<file path="src/rtl/alu_pkg.sv">
// Shared constants for the sequential ALU controller: MIPS opcode/funct codes,
// FSM state encoding, zon flag bit positions and multiply/divide operation codes.
package alu_pkg;

  localparam logic [5:0] OP_RTYPE = 6'h00;
  localparam logic [5:0] OP_BEQ   = 6'h04;
  localparam logic [5:0] OP_BNE   = 6'h05;
  localparam logic [5:0] OP_ADDI  = 6'h08;
  localparam logic [5:0] OP_ADDIU = 6'h09;
  localparam logic [5:0] OP_SLTI  = 6'h0A;
  localparam logic [5:0] OP_SLTIU = 6'h0B;
  localparam logic [5:0] OP_ANDI  = 6'h0C;
  localparam logic [5:0] OP_ORI   = 6'h0D;
  localparam logic [5:0] OP_XORI  = 6'h0E;
  localparam logic [5:0] OP_LW    = 6'h23;
  localparam logic [5:0] OP_SW    = 6'h2B;

  localparam logic [5:0] F_SLL   = 6'h00;
  localparam logic [5:0] F_SRL   = 6'h02;
  localparam logic [5:0] F_SRA   = 6'h03;
  localparam logic [5:0] F_SLLV  = 6'h04;
  localparam logic [5:0] F_SRLV  = 6'h06;
  localparam logic [5:0] F_SRAV  = 6'h07;
  localparam logic [5:0] F_MFHI  = 6'h10;
  localparam logic [5:0] F_MFLO  = 6'h12;
  localparam logic [5:0] F_MULT  = 6'h18;
  localparam logic [5:0] F_MULTU = 6'h19;
  localparam logic [5:0] F_DIV   = 6'h1A;
  localparam logic [5:0] F_DIVU  = 6'h1B;
  localparam logic [5:0] F_ADD   = 6'h20;
  localparam logic [5:0] F_ADDU  = 6'h21;
  localparam logic [5:0] F_SUB   = 6'h22;
  localparam logic [5:0] F_SUBU  = 6'h23;
  localparam logic [5:0] F_AND   = 6'h24;
  localparam logic [5:0] F_OR    = 6'h25;
  localparam logic [5:0] F_XOR   = 6'h26;
  localparam logic [5:0] F_NOR   = 6'h27;
  localparam logic [5:0] F_SLT   = 6'h2A;
  localparam logic [5:0] F_SLTU  = 6'h2B;

  typedef enum logic [1:0] {S_IDLE, S_EXEC, S_MD_RUN, S_RESP} state_e;

  localparam int ZON_Z = 2;
  localparam int ZON_V = 1;
  localparam int ZON_N = 0;

  typedef enum logic [1:0] {MD_MUL, MD_MULU, MD_DIV, MD_DIVU} md_op_e;

endpackage

</file>
<file path="src/rtl/alu.sv">
// Combinational single-cycle MIPS ALU. Unrecognised encodings give c=0, which
// naturally yields zon=3'b100.
module alu import alu_pkg::*; #(
  parameter int XLEN = 32
) (
  input  logic [31:0]     instr,
  input  logic [XLEN-1:0] a,
  input  logic [XLEN-1:0] b,
  output logic [XLEN-1:0] c,
  output logic [2:0]      zon
);

  localparam int MSB = XLEN - 1;

  logic [5:0]      op;
  logic [5:0]      fn;
  logic [4:0]      shamt;
  logic [XLEN-1:0] imm_s;
  logic [XLEN-1:0] imm_z;
  logic            ovf;
  logic            unused_fields;

  assign op            = instr[31:26];
  assign fn            = instr[5:0];
  assign shamt         = instr[10:6];
  assign imm_s         = {{(XLEN-16){instr[15]}}, instr[15:0]};
  assign imm_z         = {{(XLEN-16){1'b0}}, instr[15:0]};
  assign unused_fields = ^instr[25:16];

  always_comb begin
    c   = '0;
    ovf = 1'b0;
    case (op)
      OP_RTYPE: begin
        case (fn)
          F_SLL:  c = b << shamt;
          F_SRL:  c = b >> shamt;
          F_SRA:  c = $signed(b) >>> shamt;
          F_SLLV: c = b << a[4:0];
          F_SRLV: c = b >> a[4:0];
          F_SRAV: c = $signed(b) >>> a[4:0];
          F_ADD: begin
            c   = a + b;
            ovf = (a[MSB] == b[MSB]) && (c[MSB] != a[MSB]);
          end
          F_ADDU: c = a + b;
          F_SUB: begin
            c   = a - b;
            ovf = (a[MSB] != b[MSB]) && (c[MSB] != a[MSB]);
          end
          F_SUBU: c = a - b;
          F_AND:  c = a & b;
          F_OR:   c = a | b;
          F_XOR:  c = a ^ b;
          F_NOR:  c = ~(a | b);
          F_SLT:  c = XLEN'($signed(a) < $signed(b));
          F_SLTU: c = XLEN'(a < b);
          default: c = '0;
        endcase
      end
      // Branches only need the zero flag of a - b.
      OP_BEQ, OP_BNE: c = a - b;
      OP_ADDI: begin
        c   = a + imm_s;
        ovf = (a[MSB] == imm_s[MSB]) && (c[MSB] != a[MSB]);
      end
      OP_ADDIU, OP_LW, OP_SW: c = a + imm_s;
      OP_SLTI:  c = XLEN'($signed(a) < $signed(imm_s));
      OP_SLTIU: c = XLEN'(a < imm_s);
      OP_ANDI:  c = a & imm_z;
      OP_ORI:   c = a | imm_z;
      OP_XORI:  c = a ^ imm_z;
      default:  c = '0;
    endcase
    zon        = '0;
    zon[ZON_Z] = (c == '0);
    zon[ZON_V] = ovf;
    zon[ZON_N] = c[MSB];
  end

endmodule

</file>
<file path="src/rtl/muldiv_iter.sv">
// Iterative sign-magnitude shift-add multiplier and restoring divider, one bit
// per cycle. The divide path exists only when ALU_SEQ_CTRL_DIV_EN is defined.
module muldiv_iter import alu_pkg::*; #(
  parameter int XLEN      = 32,
  parameter int MD_CYCLES = 32   // must be >= XLEN; extra cycles hold the result
) (
  input  logic            clk,
  input  logic            rst,
  input  logic            start,
  input  md_op_e          op,
  input  logic [XLEN-1:0] a,
  input  logic [XLEN-1:0] b,
  output logic            done,
  output logic [XLEN-1:0] hi,
  output logic [XLEN-1:0] lo,
  output logic            ovf
);

  localparam int CW = $clog2(MD_CYCLES + 1);

  logic              running;
  logic [CW-1:0]     cnt;
  logic [2*XLEN-1:0] acc;
  logic [XLEN-1:0]   opb;
  logic              neg_q;

  logic              sgn;
  logic              a_neg;
  logic              b_neg;
  logic [XLEN-1:0]   ma;
  logic [XLEN-1:0]   mb;
  logic [XLEN:0]     mul_sum;
  logic [2*XLEN-1:0] step;
  logic [2*XLEN-1:0] fin;
  logic [2*XLEN-1:0] prod;

  assign sgn   = (op == MD_MUL) || (op == MD_DIV);
  assign a_neg = sgn & a[XLEN-1];
  assign b_neg = sgn & b[XLEN-1];
  assign ma    = a_neg ? -a : a;
  assign mb    = b_neg ? -b : b;
  assign done  = running && (cnt == CW'(MD_CYCLES - 1));

`ifdef ALU_SEQ_CTRL_DIV_EN
  logic              is_div_q;
  logic              rneg_q;
  logic              dvz_q;
  logic              ovf_q;
  logic [XLEN-1:0]   dvd_q;
  logic [XLEN:0]     div_shl;
  logic [XLEN:0]     div_diff;
  logic [2*XLEN-1:0] div_step;
  logic [XLEN-1:0]   quo;
  logic [XLEN-1:0]   rem;

  always_ff @(posedge clk) begin
    if (rst) begin
      is_div_q <= 1'b0;
      rneg_q   <= 1'b0;
      dvz_q    <= 1'b0;
      ovf_q    <= 1'b0;
      dvd_q    <= '0;
    end else if (start) begin
      is_div_q <= (op == MD_DIV) || (op == MD_DIVU);
      rneg_q   <= a_neg;
      dvz_q    <= (b == '0);
      ovf_q    <= (op == MD_DIV) && (a == {1'b1, {(XLEN-1){1'b0}}}) && (b == '1);
      dvd_q    <= a;
    end
  end

  // Restoring step: acc holds {remainder, dividend bits not yet consumed / quotient}.
  always_comb begin
    div_shl  = {acc[2*XLEN-1:XLEN], acc[XLEN-1]};
    div_diff = div_shl - {1'b0, opb};
    if (!div_diff[XLEN]) div_step = {div_diff[XLEN-1:0], acc[XLEN-2:0], 1'b1};
    else                 div_step = {div_shl[XLEN-1:0], acc[XLEN-2:0], 1'b0};
  end
`endif

  always_comb begin
    mul_sum = {1'b0, acc[2*XLEN-1:XLEN]} + (acc[0] ? {1'b0, opb} : '0);
    step    = {mul_sum, acc[XLEN-1:1]};
`ifdef ALU_SEQ_CTRL_DIV_EN
    if (is_div_q) step = div_step;
`endif
    fin  = (int'(cnt) < XLEN) ? step : acc;
    prod = neg_q ? -fin : fin;
    hi   = prod[2*XLEN-1:XLEN];
    lo   = prod[XLEN-1:0];
    ovf  = 1'b0;
`ifdef ALU_SEQ_CTRL_DIV_EN
    quo = fin[XLEN-1:0];
    rem = fin[2*XLEN-1:XLEN];
    if (is_div_q) begin
      if (dvz_q) begin
        lo = '1;
        hi = dvd_q;
      end else begin
        lo = neg_q  ? -quo : quo;
        hi = rneg_q ? -rem : rem;
      end
      ovf = ovf_q;
    end
`endif
  end

  always_ff @(posedge clk) begin
    if (rst) begin
      running <= 1'b0;
      cnt     <= '0;
      acc     <= '0;
      opb     <= '0;
      neg_q   <= 1'b0;
    end else if (start) begin
      running <= 1'b1;
      cnt     <= '0;
      acc     <= {{XLEN{1'b0}}, ma};
      opb     <= mb;
      neg_q   <= a_neg ^ b_neg;
    end else if (running) begin
      acc <= fin;
      cnt <= cnt + 1'b1;
      if (done) running <= 1'b0;
    end
  end

endmodule

</file>
<file path="src/rtl/alu_seq_ctrl.sv">
// Sequencing controller around the single-cycle ALU and the iterative
// multiply/divide unit. Divide is built only with ALU_SEQ_CTRL_DIV_EN.
// Handshake: a transfer happens on a rising edge where valid and ready are both
// high; out_valid/result/zon stay stable until that edge.
module alu_seq_ctrl import alu_pkg::*; #(
  parameter int XLEN      = 32,
  parameter int MD_CYCLES = 32
) (
  input  logic            clk,
  input  logic            rst,
  input  logic            in_valid,
  output logic            in_ready,
  input  logic [31:0]     i_datain,
  input  logic [XLEN-1:0] gr1,
  input  logic [XLEN-1:0] gr2,
  output logic            out_valid,
  input  logic            out_ready,
  output logic [XLEN-1:0] result,
  output logic [2:0]      zon,
  output logic [XLEN-1:0] hi,
  output logic [XLEN-1:0] lo,
  output logic            busy,
  output state_e          dbg_state
);

  state_e          state;
  logic [31:0]     instr_q;
  logic [XLEN-1:0] a_q;
  logic [XLEN-1:0] b_q;

  logic [XLEN-1:0] alu_c;
  logic [2:0]      alu_zon;
  logic            is_rtype;
  logic            is_mfhi;
  logic            is_mflo;
  logic            md_go;
  md_op_e          md_sel;
  logic            md_start;
  logic            md_done;
  logic [XLEN-1:0] md_hi;
  logic [XLEN-1:0] md_lo;
  logic            md_ovf;

  function automatic logic [2:0] flags(input logic [XLEN-1:0] v, input logic v_ovf);
    logic [2:0] f;
    f        = '0;
    f[ZON_Z] = (v == '0);
    f[ZON_V] = v_ovf;
    f[ZON_N] = v[XLEN-1];
    return f;
  endfunction

  assign dbg_state = state;

  alu #(.XLEN(XLEN)) u_alu (
    .instr (instr_q),
    .a     (a_q),
    .b     (b_q),
    .c     (alu_c),
    .zon   (alu_zon)
  );

  always_comb begin
    is_rtype = (instr_q[31:26] == OP_RTYPE);
    is_mfhi  = is_rtype && (instr_q[5:0] == F_MFHI);
    is_mflo  = is_rtype && (instr_q[5:0] == F_MFLO);
    md_go    = 1'b0;
    md_sel   = MD_MUL;
    if (is_rtype) begin
      case (instr_q[5:0])
        F_MULT:  begin md_go = 1'b1; md_sel = MD_MUL;  end
        F_MULTU: begin md_go = 1'b1; md_sel = MD_MULU; end
`ifdef ALU_SEQ_CTRL_DIV_EN
        F_DIV:   begin md_go = 1'b1; md_sel = MD_DIV;  end
        F_DIVU:  begin md_go = 1'b1; md_sel = MD_DIVU; end
`endif
        default: md_go = 1'b0;
      endcase
    end
  end

  assign md_start = (state == S_EXEC) && md_go;

  muldiv_iter #(.XLEN(XLEN), .MD_CYCLES(MD_CYCLES)) u_muldiv (
    .clk   (clk),
    .rst   (rst),
    .start (md_start),
    .op    (md_sel),
    .a     (a_q),
    .b     (b_q),
    .done  (md_done),
    .hi    (md_hi),
    .lo    (md_lo),
    .ovf   (md_ovf)
  );

  always_ff @(posedge clk) begin
    if (rst) begin
      state     <= S_IDLE;
      in_ready  <= 1'b0;
      out_valid <= 1'b0;
      busy      <= 1'b0;
      result    <= '0;
      zon       <= '0;
      hi        <= '0;
      lo        <= '0;
      instr_q   <= '0;
      a_q       <= '0;
      b_q       <= '0;
    end else begin
      case (state)
        S_IDLE: begin
          in_ready <= 1'b1;
          if (in_valid && in_ready) begin
            instr_q  <= i_datain;
            a_q      <= gr1;
            b_q      <= gr2;
            in_ready <= 1'b0;
            state    <= S_EXEC;
          end
        end
        S_EXEC: begin
          if (md_go) begin
            busy  <= 1'b1;
            state <= S_MD_RUN;
          end else begin
            if (is_mfhi) begin
              result <= hi;
              zon    <= flags(hi, 1'b0);
            end else if (is_mflo) begin
              result <= lo;
              zon    <= flags(lo, 1'b0);
            end else begin
              result <= alu_c;
              zon    <= alu_zon;
            end
            out_valid <= 1'b1;
            state     <= S_RESP;
          end
        end
        // hi/lo commit together with the move to RESP so an abort leaves them intact.
        S_MD_RUN: begin
          if (md_done) begin
            hi        <= md_hi;
            lo        <= md_lo;
            result    <= '0;
            zon       <= flags(md_lo, md_ovf);
            busy      <= 1'b0;
            out_valid <= 1'b1;
            state     <= S_RESP;
          end
        end
        S_RESP: begin
          if (out_ready) begin
            out_valid <= 1'b0;
            in_ready  <= 1'b1;
            state     <= S_IDLE;
          end
        end
        default: state <= S_IDLE;
      endcase
    end
  end

endmodule

</file>
<file path="config.mk">
export PLATFORM = sky130hd
export DESIGN_NAME = alu_seq_ctrl
export DESIGN_NICKNAME = d
export VERILOG_FILES = /design/src/rtl/alu_pkg.sv /design/src/rtl/alu.sv /design/src/rtl/muldiv_iter.sv /design/src/rtl/alu_seq_ctrl.sv
export SDC_FILE = /design/constraint.sdc
export NUM_CORES = 2
export LEC_CHECK = 0
export ABC_CLOCK_PERIOD_IN_PS = 10800
export BUFFER_PORTS_ARGS = -buffer_cell sky130_fd_sc_hd__buf_2
export CORE_MARGIN = 2
export CORE_UTILIZATION = 45
export DETAILED_ROUTE_END_ITERATION = 10
export PLACE_DENSITY_LB_ADDON = 0.05
export SYNTH_ARGS = -nofsm -noshare
export SYNTH_HDL_FRONTEND = slang
export SYNTH_HIERARCHICAL = 1
export SYNTH_SLANG_ARGS = --single-unit
</file>
<file path="constraint.sdc">
create_clock -name clk -period 10.8 [get_ports clk]
set_clock_uncertainty 0.1 [all_clocks]
set_input_delay 1.08 -clock clk [delete_from_list [all_inputs] [get_ports clk]]
set_output_delay 1.08 -clock clk [all_outputs]
set_load 0.005 [all_outputs]
</file>
# Word level (Yosys, flattened, before mapping)
# Index checks and enable logic that the tools add are counted.
# classes
addsub,8
mul,0
n_div,0
n_lt_le_gt_ge,5
n_eq_ne,46
shift,6
muxes,43
bitwise,10
n_reduce_logical,34
# op_table
op,n
$pmux 32 s14,1
$mux 32,9
$pmux 32 s8,1
$logic_not 32->1,4
$mux 64,2
$lt 32x32->1,3
$eq 6x6->1 const B,12
$add 32x32->32,2
$neg 32->32,2
$neg 64->64,1
$pmux 32 s2,1
$shl 32x5->32,2
$shr 32x5->32,2
$sshr 32x5->32,2
$eq 6x4->1 const B,7
$add 32x32->33,1
$and 32x16->32,1
$and 32x32->32,1
$lt 32x16->1,1
$not 32->32,1
$or 32x16->32,1
$or 32x32->32,1
$sub 32x32->32,1
$xor 32x16->32,1
32 further kinds,92
# word_totals
register_bits,304
latchBits,0
ram_bits,0
mem_bits_ro,0
inputBits,100
out_inout_bits,104
wordCells,169
memories,0

# Logic depth before layout (Yosys ltp)
# depth
depth_word,9
mapped_depth,24
mapped_depth_nobuf,18

# Hierarchy
# Netlist, hierarchy kept.
# by_module_without_submodules
mod,n_inst,cells_each,area_per_inst_um2,seq_area_each_um2
alu,1,2578,16713.5,0.0
muldiv_iter,1,1426,10408.7,2082.0
alu_seq_ctrl,1,975,7916.3,4003.8

# Worst setup path after synthesis
# No wires, ideal clock.
# synth_path
path_kind,register -> register
from,register a_q[4]
to,register zon[2]
t_arrival_ps,5292
t_required_ps,10609
slack_ps,5317
path_stages_with_launch,20
n_path_buf,2
path_cell_list,dfxtp_1 -> clkbuf_1 -> inv_1 -> ha_1 -> clkbuf_1 -> nor2_1 -> a211oi_1 -> a211oi_1 -> o31ai_1 -> mux2_2 -> or3_1 -> o41ai_1 -> nand3_1 -> or4_1 -> or4_1 -> or4_1 -> nor2_1 -> nor2b_1 -> o311ai_1 -> a311oi_1
# synth_via
elab_cells_between_ends,24
classes_between,3 x add/sub; 4 x order compare; 3 x shift; 6 x mux; 7 x bitwise; 1 x reduce/logical
# synth_lines
item,line,text
"start, declared",alu_seq_ctrl.sv:28,logic [XLEN-1:0] a_q;
"start signal, assigned",alu_seq_ctrl.sv:116,a_q <= gr1;
$sub 32x32->32 (tied with other cells),"alu.sv:48, alu.sv:51, alu.sv:62",
$pmux 32 s14,alu.sv:35,case (fn)
$pmux 32 s8 *,alu.sv:33,case (op)
via alu_c[17],alu_seq_ctrl.sv:31,logic [XLEN-1:0] alu_c;
$logic_not 32->1 *,alu.sv:76,zon[ZON_Z] = (c == '0);
via alu_zon[2],alu_seq_ctrl.sv:32,logic [2:0] alu_zon;
$mux 3 *,alu_seq_ctrl.sv:130,end else if (is_mflo) begin
$mux 3 *,alu_seq_ctrl.sv:127,if (is_mfhi) begin
$mux 3 *,alu_seq_ctrl.sv:123,if (md_go) begin
$pmux 3 s2 *,alu_seq_ctrl.sv:111,case (state)
"end signal, assigned",alu_seq_ctrl.sv:129,"zon <= flags(hi, 1'b0);"
"end signal, assigned",alu_seq_ctrl.sv:132,"zon <= flags(lo, 1'b0);"
"end signal, assigned",alu_seq_ctrl.sv:135,zon <= alu_zon;
"end, declared",alu_seq_ctrl.sv:19,"output logic [2:0] zon,"
# Mark *: on every way through the listed nets, which the timed path passes. The rest lies on a longest branch. The select of a mux whose other input is x is not followed.
# A chain may end at the register's enable or synchronous reset.

# Worst setup path in the final report
# layout_path
from,register instr_q[0]
to,register zon[2]
# layout_via
elab_chain_len,9
elab_cells_between_ends,42
classes_between,1 x add/sub; 2 x order compare; 20 x eq/ne; 8 x mux; 3 x bitwise; 8 x reduce/logical
# layout_rtl
item,line,text
"start, declared",alu_seq_ctrl.sv:27,logic [31:0] instr_q;
"start signal, assigned",alu_seq_ctrl.sv:115,instr_q <= i_datain;
"parallel branches: the longest is 3 deep, another holds $add 32x32->32",n/a,
$pmux 32 s8 *,alu.sv:33,
via alu_c[10],alu_seq_ctrl.sv:31,
$logic_not 32->1 *,alu.sv:76,
via alu_zon[2],alu_seq_ctrl.sv:32,
$mux 3 *,alu_seq_ctrl.sv:130,
$mux 3 *,alu_seq_ctrl.sv:127,
$mux 3 *,alu_seq_ctrl.sv:123,
$pmux 3 s2 *,alu_seq_ctrl.sv:111,
# Mark *: on every way through the listed nets, which the timed path passes. The select of a mux whose other input is x is not followed.

==> results.json <==
{
  "status": "finished, violations left",
  "violations": "capacitance limit, slew limit",
  "clk_transition_reported_paths_ns": 0.06,
  "synthCells": 4937,
  "end_kind": "flip-flop",
  "ios": 204,
  "drtAntennaViolNets": 0,
  "worst-setup-path-type": "flip-flop to flip-flop",
  "post-cts-setup-buffer-count": 0,
  "yosysWarnings": 6,
  "final-max-slew-violation-count": 3,
  "cts_tree": "built",
  "critPathLaunchType": "flip-flop",
  "drive_gt1_frac": 0.104,
  "vdd_drop_max_mv": 0.150,
  "drv_cap": 1,
  "grt_pass1_vias": 36200,
  "period_share": 0.721,
  "gp_congestion": 1.09,
  "drt-initial-drc-count": 4658,
  "fill_cells": 7911,
  "route.detailed.drc": 0,
  "rows": 101,
  "die_h_um": 282,
  "dpl_cell_area_um2": 36500,
  "antenna_found_initial": 10,
  "hold_viol_final": 0,
  "fin_tns_setup_ns": 0,
  "finalWirelength_um": 174000,
  "instances_no_fill": 5992,
  "cp.arrival_ns": 8.16,
  "grt_max_degree": 90,
  "clkSinkCount": 294,
  "vias": 39900,
  "period_needed_ns": 7.79,
  "grt_pass1_wl_um": 249000,
  "io_buffer_count": 193,
  "area_growth_pct": 8.92,
  "wl_per_cell_um": 29.1,
  "core_um2": 76200,
  "synthesis.area_um2": 34700,
  "dp_cells": 5928,
  "p_per_area_nw_per_um2": 177,
  "clkLatencyLatePin_ns": 0.57,
  "synth_nets": 5259,
  "grt_overflow": 0,
  "stdcell_area_um2": 37800,
  "place_hpwl_um": 133000,
  "cts_buffers": 36,
  "nets": 5258,
  "setup_viol": 0,
  "htreeDepth": 2,
  "die_x_um": 282,
  "fmax_ghz": 0.128,
  "diodes": 0,
  "p_leak_nw": 14.3,
  "cts_root_buf": "clkbuf_16",
  "min_path_type": "flip-flop to flip-flop",
  "relSlewSlack": -0.0839,
  "cts_resized": 0,
  "rsz0062_at_grt": "false",
  "syn_avg_cell_area_um2": 7.03,
  "cts_max_path_buffers": 3,
  "holdBufCountCts": 0,
  "fp.dieArea_um2": 79400,
  "drtPass1Iterations": 6,
  "initial_core_util": 0.455,
  "tightestPinTransition_ns": 1.61,
  "grt.total_usage": 0.423,
  "required_ns": 11.18,
  "via_per_inst": 6.66,
  "crit_fanout": 29
}
-- cell usage in the layout (no fill, tap or decap), drive strengths merged, types with 31 or more instances in the layout --
| cell | count |
|---|---|
| nand2 | 733 |
| dfxtp | 294 |
| clkbuf | 49 |
| o211ai | 63 |
| nand2b | 102 |
| inv | 167 |
| nand3 | 100 |
| mux2i | 175 |
| xor2 | 63 |
| nor4 | 56 |
| xnor2 | 145 |
| o21ai | 237 |
| and3 | 31 |
| a211oi | 236 |
| a21oi | 408 |
| o31ai | 45 |
| buf | 341 |
| o22ai | 49 |
| a22o | 45 |
| or4 | 33 |
| or3 | 43 |
| nand4 | 43 |
| ha | 218 |
| and2 | 65 |
| nor2b | 61 |
| a21o | 32 |
| a22oi | 126 |
| nor3 | 114 |
| nor2 | 382 |
-- critical path, stage by stage (launching register included) --
cell and delay, ns:
dfxtp_2 0.78, or2_2 0.80, buf_4 0.39, a211oi_1 0.07, a311oi_1 0.83, mux2i_1 0.16, buf_4 0.25, a32oi_1 0.27
o221ai_1 0.17, nor4_1 1.07, o21ai_0 0.60, or4_1 0.53, or4_1 0.38, or4_1 0.57, nor2_1 0.15, nor2b_1 0.13
o311ai_1 0.11, a311oi_1 0.26
-- final cells by class --
class | instances | area (um2) | share of cell area
clock buffers | 48 | 986 | 0.0261
clock inverters | 16 | 280 | 0.00741
inverters | 167 | 627 | 0.0166
multi-input cells | 4095 | 26600 | 0.704
flip-flops and latches | 294 | 5900 | 0.156
well taps | 1030 | 1290 | 0.0341
repair buffers | 342 | 2090 | 0.0554
-- final timing paths --
kind                                  from         end  slack [ns]  depth (start not counted)
worst min register to register  result[23]  result[23]        0.37                          1
worst min-delay path            result[23]  result[23]        0.37                          1
worst max register to register  instr_q[0]      zon[2]        3.01                         17
worst max-delay path            instr_q[0]      zon[2]        3.01                         17
-- state kept, by name (all words and copies together) (netlist names), 2 cells and up --
name,count
a_q,32
b_q,32
dbg_state,2
hi,32
instr_q,22
lo,32
result,32
u_muldiv/acc,64
u_muldiv/cnt,6
u_muldiv/opb,32
zon,3
-- where the power goes --
group	switching (mW)	leakage, nW	internal [mW]
registers	0.128	2.38	1.16
clock network	0.524	0.622	0.814
logic	2.83	11.3	1.22
total	3.48	14.3	3.19
-- metrics by stage --
stage | worst slack, ns | hold slack, ns | power (mW) | utilization
4_1_cts | 3.46 | 0.376 | 6.48 | 0.496
5_1_grt | 3.15 | 0.390 | 6.88 | 0.496
2_1_floorplan | 5.32 | 0.341 | 3.64 | -
3_3_place_gp | 3.51 | 0.353 | 5.14 | 0.479
6_report | 3.01 | 0.369 | 6.68 | 0.496
3_5_place_dp | 3.49 | 0.359 | 5.13 | 0.479
-- routing by layer --
metal / track usage / vias to the layer above / part of all wire
li1: - / 18200 / -
met1: 0.528 / 19000 / 0.40
met2: 0.652 / 2158 / 0.43
met3: 0.0910 / 536 / 0.094
met4: 0.292 / 10 / 0.082
met5: 0 / - / 0.00032
Power figures use the tool's default switching activity.
